===== src/rtl/pipelined_subtractor.sv =====
// pipelined_subtractor: diff = a - b - bin via carry-select blocks and a Kogge-Stone block-carry prefix.
// Latency 4 clk from input transfer to valid_out; 1 op/clk; all stages hold while valid_out & ~ready_out.
// Optional macro SUB_FLAGS_EN adds the {N,Z,C,V} flags output, kept aligned with diff.
module pipelined_subtractor #(
  parameter int WIDTH = 32,
  parameter int BLOCK = 8
) (
  input  logic             clk,
  input  logic             rst_n,
  input  logic             valid_in,
  output logic             ready_in,
  input  logic [WIDTH-1:0] a,
  input  logic [WIDTH-1:0] b,
  input  logic             bin,
  output logic             valid_out,
  input  logic             ready_out,
  output logic [WIDTH-1:0] diff,
  output logic             bout
`ifdef SUB_FLAGS_EN
  ,
  output logic [3:0]       flags
`endif
);

  localparam int NB  = WIDTH / BLOCK;
  localparam int MSB = WIDTH - 1;

  generate
    if (((WIDTH % BLOCK) != 0) || (NB < 2)) begin : g_bad_cfg
      $error("pipelined_subtractor: WIDTH must be a multiple of BLOCK with at least two blocks");
    end
  endgenerate

  // One global advance: the whole pipe moves unless a finished result is waiting on downstream.
  logic adv;
  assign adv      = ~valid_out | ready_out;
  assign ready_in = adv;

  // ---------------- Stage 1: capture a, ~b, ~bin ----------------
  logic             s1_vld;
  logic [WIDTH-1:0] s1_a;
  logic [WIDTH-1:0] s1_nb;
  logic             s1_cin;
`ifdef SUB_FLAGS_EN
  logic             s1_amsb;
  logic             s1_bmsb;
`endif

  // Stage 1 register: subtraction becomes addition of the inverted subtrahend with carry-in ~bin.
  always_ff @(posedge clk or negedge rst_n) begin
    if (!rst_n) begin
      s1_vld  <= 1'b0;
      s1_a    <= '0;
      s1_nb   <= '0;
      s1_cin  <= 1'b0;
`ifdef SUB_FLAGS_EN
      s1_amsb <= 1'b0;
      s1_bmsb <= 1'b0;
`endif
    end else if (adv) begin
      s1_vld  <= valid_in;
      s1_a    <= a;
      s1_nb   <= ~b;
      s1_cin  <= ~bin;
`ifdef SUB_FLAGS_EN
      s1_amsb <= a[MSB];
      s1_bmsb <= b[MSB];
`endif
    end
  end

  // ---------------- Stage 2: per-block sums for both carry-ins ----------------
  logic [WIDTH-1:0] s2_sum0_d;
  logic [WIDTH-1:0] s2_sum1_d;
  logic [NB-1:0]    s2_g_d;
  logic [NB-1:0]    s2_p_d;

  // Block sums with cin=0 and cin=1; G = carry with cin=0, P = carry only appears with cin=1.
  always_comb begin
    logic [BLOCK:0] t0;
    logic [BLOCK:0] t1;
    t0        = '0;
    t1        = '0;
    s2_sum0_d = '0;
    s2_sum1_d = '0;
    s2_g_d    = '0;
    s2_p_d    = '0;
    for (int k = 0; k < NB; k++) begin
      t0 = {1'b0, s1_a[k*BLOCK +: BLOCK]} + {1'b0, s1_nb[k*BLOCK +: BLOCK]};
      t1 = t0 + {{BLOCK{1'b0}}, 1'b1};
      s2_sum0_d[k*BLOCK +: BLOCK] = t0[BLOCK-1:0];
      s2_sum1_d[k*BLOCK +: BLOCK] = t1[BLOCK-1:0];
      s2_g_d[k] = t0[BLOCK];
      s2_p_d[k] = t1[BLOCK] ^ t0[BLOCK];
    end
  end

  logic             s2_vld;
  logic [WIDTH-1:0] s2_sum0;
  logic [WIDTH-1:0] s2_sum1;
  logic [NB-1:0]    s2_g;
  logic [NB-1:0]    s2_p;
  logic             s2_cin;
`ifdef SUB_FLAGS_EN
  logic             s2_amsb;
  logic             s2_bmsb;
`endif

  // Stage 2 register: block sums and block generate/propagate.
  always_ff @(posedge clk or negedge rst_n) begin
    if (!rst_n) begin
      s2_vld  <= 1'b0;
      s2_sum0 <= '0;
      s2_sum1 <= '0;
      s2_g    <= '0;
      s2_p    <= '0;
      s2_cin  <= 1'b0;
`ifdef SUB_FLAGS_EN
      s2_amsb <= 1'b0;
      s2_bmsb <= 1'b0;
`endif
    end else if (adv) begin
      s2_vld  <= s1_vld;
      s2_sum0 <= s2_sum0_d;
      s2_sum1 <= s2_sum1_d;
      s2_g    <= s2_g_d;
      s2_p    <= s2_p_d;
      s2_cin  <= s1_cin;
`ifdef SUB_FLAGS_EN
      s2_amsb <= s1_amsb;
      s2_bmsb <= s1_bmsb;
`endif
    end
  end

  // ---------------- Stage 3: block-carry prefix ----------------
  logic [NB-1:0] s3_carry_d;

  // Kogge-Stone over block G/P. The carry-in is folded into block 0 so that after the prefix
  // each G[k] is the carry out of block k.
  always_comb begin
    logic [NB-1:0] gk;
    logic [NB-1:0] pk;
    logic [NB-1:0] gn;
    logic [NB-1:0] pn;
    gk    = s2_g;
    pk    = s2_p;
    gk[0] = s2_g[0] | (s2_p[0] & s2_cin);
    pk[0] = 1'b0;
    gn    = gk;
    pn    = pk;
    for (int d = 1; d < NB; d = d * 2) begin
      gn = gk;
      pn = pk;
      for (int k = d; k < NB; k++) begin
        gn[k] = gk[k] | (pk[k] & gk[k-d]);
        pn[k] = pk[k] & pk[k-d];
      end
      gk = gn;
      pk = pn;
    end
    s3_carry_d = gk;
  end

  logic             s3_vld;
  logic [WIDTH-1:0] s3_sum0;
  logic [WIDTH-1:0] s3_sum1;
  logic [NB-1:0]    s3_sel;
  logic             s3_cout;
`ifdef SUB_FLAGS_EN
  logic             s3_amsb;
  logic             s3_bmsb;
`endif

  // Stage 3 register: block k selects on the carry into it (block 0 on the original carry-in).
  always_ff @(posedge clk or negedge rst_n) begin
    if (!rst_n) begin
      s3_vld  <= 1'b0;
      s3_sum0 <= '0;
      s3_sum1 <= '0;
      s3_sel  <= '0;
      s3_cout <= 1'b0;
`ifdef SUB_FLAGS_EN
      s3_amsb <= 1'b0;
      s3_bmsb <= 1'b0;
`endif
    end else if (adv) begin
      s3_vld  <= s2_vld;
      s3_sum0 <= s2_sum0;
      s3_sum1 <= s2_sum1;
      s3_sel  <= {s3_carry_d[NB-2:0], s2_cin};
      s3_cout <= s3_carry_d[NB-1];
`ifdef SUB_FLAGS_EN
      s3_amsb <= s2_amsb;
      s3_bmsb <= s2_bmsb;
`endif
    end
  end

  // ---------------- Stage 4: select and output ----------------
  logic [WIDTH-1:0] res_d;

  // Pick each block's precomputed sum according to its incoming carry.
  always_comb begin
    res_d = '0;
    for (int k = 0; k < NB; k++) begin
      res_d[k*BLOCK +: BLOCK] = s3_sel[k] ? s3_sum1[k*BLOCK +: BLOCK] : s3_sum0[k*BLOCK +: BLOCK];
    end
  end

  // Output register: borrow-out is the inverted final carry; everything holds under stall.
  always_ff @(posedge clk or negedge rst_n) begin
    if (!rst_n) begin
      valid_out <= 1'b0;
      diff      <= '0;
      bout      <= 1'b0;
`ifdef SUB_FLAGS_EN
      flags     <= 4'b0000;
`endif
    end else if (adv) begin
      valid_out <= s3_vld;
      diff      <= res_d;
      bout      <= ~s3_cout;
`ifdef SUB_FLAGS_EN
      flags     <= {res_d[MSB], (res_d == '0), ~s3_cout,
                    (s3_amsb ^ s3_bmsb) & (s3_amsb ^ res_d[MSB])};
`endif
    end
  end

endmodule


===== config.mk =====
export PLATFORM = sky130hd
export DESIGN_NAME = pipelined_subtractor
export DESIGN_NICKNAME = d
export VERILOG_FILES = /design/src/rtl/pipelined_subtractor.sv
export SDC_FILE = /design/constraint.sdc
export NUM_CORES = 1
export LEC_CHECK = 0
export ABC_AREA = 0
export BUFFER_PORTS_ARGS = -buffer_cell sky130_fd_sc_hd__clkbuf_2
export CAP_MARGIN = 15
export CORE_ASPECT_RATIO = 0.7
export CORE_UTILIZATION = 40
export DETAILED_ROUTE_END_ITERATION = 12
export PLACE_DENSITY = 0.7
export SYNTH_ARGS = -nofsm -noshare
export SYNTH_HDL_FRONTEND = slang
export SYNTH_SLANG_ARGS = --single-unit

===== constraint.sdc =====
create_clock -name clk -period 5.7 [get_ports clk]
set_input_delay 0.57 -clock clk [delete_from_list [all_inputs] [get_ports clk]]
set_output_delay 0.57 -clock clk [all_outputs]
set_load 0.1 [all_outputs]

==> reports/metrics.cfg <==
[sta]
finalMaxSlewViolations = 0
fin_crit_ps = 2790
finalSetupTns_ps = 0
worstMarginPinSlew_ps = 1030
fin_crit_sh = 0.489
max_freq_ghz = 0.358
fin_skew_ps = 5.59
setup_viol = 0
hold_viol = 0
relSlewSlack = 0.314
rsz0062_at_grt = no

[grt]
overflow = 0
grtUsageTotal = 0.169
antenna_found_initial = 0
grt_pass1_vias = 7510
grt_max_degree = 249
grt_pass1_wl_microns = 38700

[setup_path]
cp-end-kind = flip-flop
cp_slowest_cell = buf_4
critPathKind = flip-flop to flip-flop
cp-start-kind = flip-flop
crit_arrival_ps = 3190
critPathBufInv = 2
required_ps = 6100
critPathMaxStageDelay_ps = 910
crit_family = buffers and inverters
crit_chain = nor2b_4, inv_6, buf_4, o31ai_1, nor4_1, nor3_1
critPathMaxFanout = 136

[min_path]
hp-class = input port to async pin

[route]
wirelength_microns = 22700
drt_pre_antenna_iters = 4
antenna_left = 0
vias_per_cell = 4.82
num_vias = 7838
wire_per_inst_microns = 13.9
drc_errors = 0
drt_iter0_drc = 510

[synth]
syn_area_sq_mm = 0.0109
syn_area_per_cell_sq_um = 9.37
synthXorXnorAreaFrac = 0.0342
synth.ff_latch_count = 244
synth_compound_gate_area_share = 0.0963
yosys.area.top_type = dfrtp_1
synthCells = 1168
post_synth_mux_area_share = 0.0313
yosys.area_share.simple = 0.208
synth_top_area_frac = 0.558
synth_nets = 1277
synth.distinct_cells = 53
synth_top_family_by_area = simple AND/OR/NAND/NOR gates
synth_warnings = 0
synthAdderAreaFrac = 0.0485
yosysSeqAreaShare = 0.558
synth.area.top_cells = dfrtp_1 56%, nand2_1 15%, ha_1 4.1%

[pwr]
powerDensity_mw_per_mm2 = 685
total_power_w = 0.00866
peakVddDrop_mv = 0.266
p_leak_nw = 6.23

[placed_design]
port_buffers = 103
place.gp.congestion = 0.816
hpwlAfterDp_microns = 15200

[floorplanning]
die_x_microns = 200
die_h_microns = 140
core_sq_mm = 0.0268
rows = 50
ioPinCount = 104
start_util = 0.409
dieArea_sq_mm = 0.0280

[layout]
fin_nets = 1352
multi_input_area_sq_mm = 0.00458
regArea_sq_mm = 0.00611
fillers = 2591
diodes = 0
drive_gt1_frac = 0.136
area_growth_pct = 15.5

[run]
cap_violations = 0

[clocking]
root_buffer = clkbuf_16
htreeDepth = 1
clock_sinks = 244
cts_resized = 0
path_clk_slew_ps = 60
cts_tree = done
cts_made_buffers = 26
cts_setup_buffers = 0
cts_hold_buf = 0
clk_path_buf_depth = 3
insertion_delay_ps = 510

[status]
outcome = completed

==> worst paths after layout <==
kind                                             from                      end  slack (ps)  cells past startpoint
worst max-delay path            valid_out$_DFFE_PN0P_  s2_sum1[23]$_DFFE_PN0P_        2910                      6
worst min-delay path                            rst_n      diff[1]$_DFFE_PN0P_          80                      1
worst max register to register  valid_out$_DFFE_PN0P_  s2_sum1[23]$_DFFE_PN0P_        2910                      6
worst min register to register    s3_cout$_DFFE_PN0P_         bout$_DFFE_PN0P_         460                      1
max in group asynchronous                       rst_n     s1_nb[2]$_DFFE_PN0P_        4430                      2
min in group clk                                b[13]    s1_nb[13]$_DFFE_PN0P_         210                      2
==> cell usage in the layout, fill, tap and decap left out, types with 6 or more instances in the layout <==
cell type  count
nand2_1      435
nor3_1         7
a21oi_1       66
clkbuf_2     102
xnor2_1       25
nand3_1       15
inv_1          6
ha_1          36
o21ai_0       65
nor2_1        74
mux2i_1       32
a21o_1         7
clkbuf_8       7
clkinv_2       6
clkbuf_16     27
dfrtp_1      244
xor2_1        14
==> cell type report <==
| cell class | instances | area share |
|---|---|---|
| flip-flops and latches | 244 | 0.483 |
| clock inverters | 10 | 0.00841 |
| clock buffers | 38 | 0.0623 |
| inverters | 7 | 0.00247 |
| well taps | 364 | 0.0360 |
| multi-input cells | 858 | 0.362 |
| repair buffers | 106 | 0.0453 |
==> power breakdown <==
group / internal [W] / switching, W / total (W)
sequential: 0.00252 / 0.000483 / 0.00301
combinational: 0.00125 / 0.00269 / 0.00394
clock: 0.00105 / 0.000669 / 0.00172
==> synthesized netlist by cell type (all sizes together) <==
cell type / number
or3: 2
and3: 9
nand2: 435
o21a: 5
o31ai: 4
mux2: 2
nand2b: 4
xor2: 14
a221oi: 2
and2: 2
nand3b: 3
nor2b: 4
a311oi: 1
ha: 36
or2: 1
o41ai: 3
o311a: 2
nor3b: 1
o211a: 2
a21o: 9
o21ai: 66
o22ai: 1
clkbuf: 43
and4: 2
nor3: 7
mux2i: 32
nor4: 4
inv: 7
nor2: 74
nand3: 17
buf: 16
a21oi: 67
a311o: 2
o21bai: 2
xnor2: 27
o211ai: 2
o32a: 1
a211oi: 6
fa: 4
dfrtp: 244
nand4: 2
a2111oi: 1
==> state kept, by name (all words and copies together), names as in the netlist, 4 cells and up <==
register	count
s3_sum1	32
s3_sum0	32
s2_g	4
s3_sel	4
s2_sum0	32
s2_sum1	32
diff	32
s2_p	4
s1_a	32
s1_nb	32
==> stage by stage <==
stage / hold slack, ps / cell area, sq um / instances / util / setup slack [ps]
after floorplan: 274 / 10900 / 1168 / - / 2750
after detailed placement: 451 / 11700 / 1579 / 0.439 / 2720
after global placement: 429 / 11700 / 1579 / 0.439 / 2780
after CTS: 131 / 12600 / 1627 / 0.472 / 2820
after global routing: 130 / 12600 / 1627 / 0.472 / 2590
final: 82.0 / 12600 / 1627 / 0.472 / 2910
==> cells by family after synthesis <==
| logic type | after synthesis |
|---|---|
| AOI/OAI and AO/OA | 176 |
| DFF | 244 |
| xor gates and xnor gates | 41 |
| buffers and inverters | 66 |
| adders and majority gates | 40 |
| muxes | 34 |
| and+or+nand+nor | 567 |
==> metal layers <==
metal	global-route usage	wire length [microns]	vias up
li1	-	-	3997
met1	0.295	13200	3662
met2	0.212	8250	144
met3	0.0279	867	35
met4	0.0313	366	0
met5	0	0	-
Note: power is estimated with default switching activity, not from simulation.
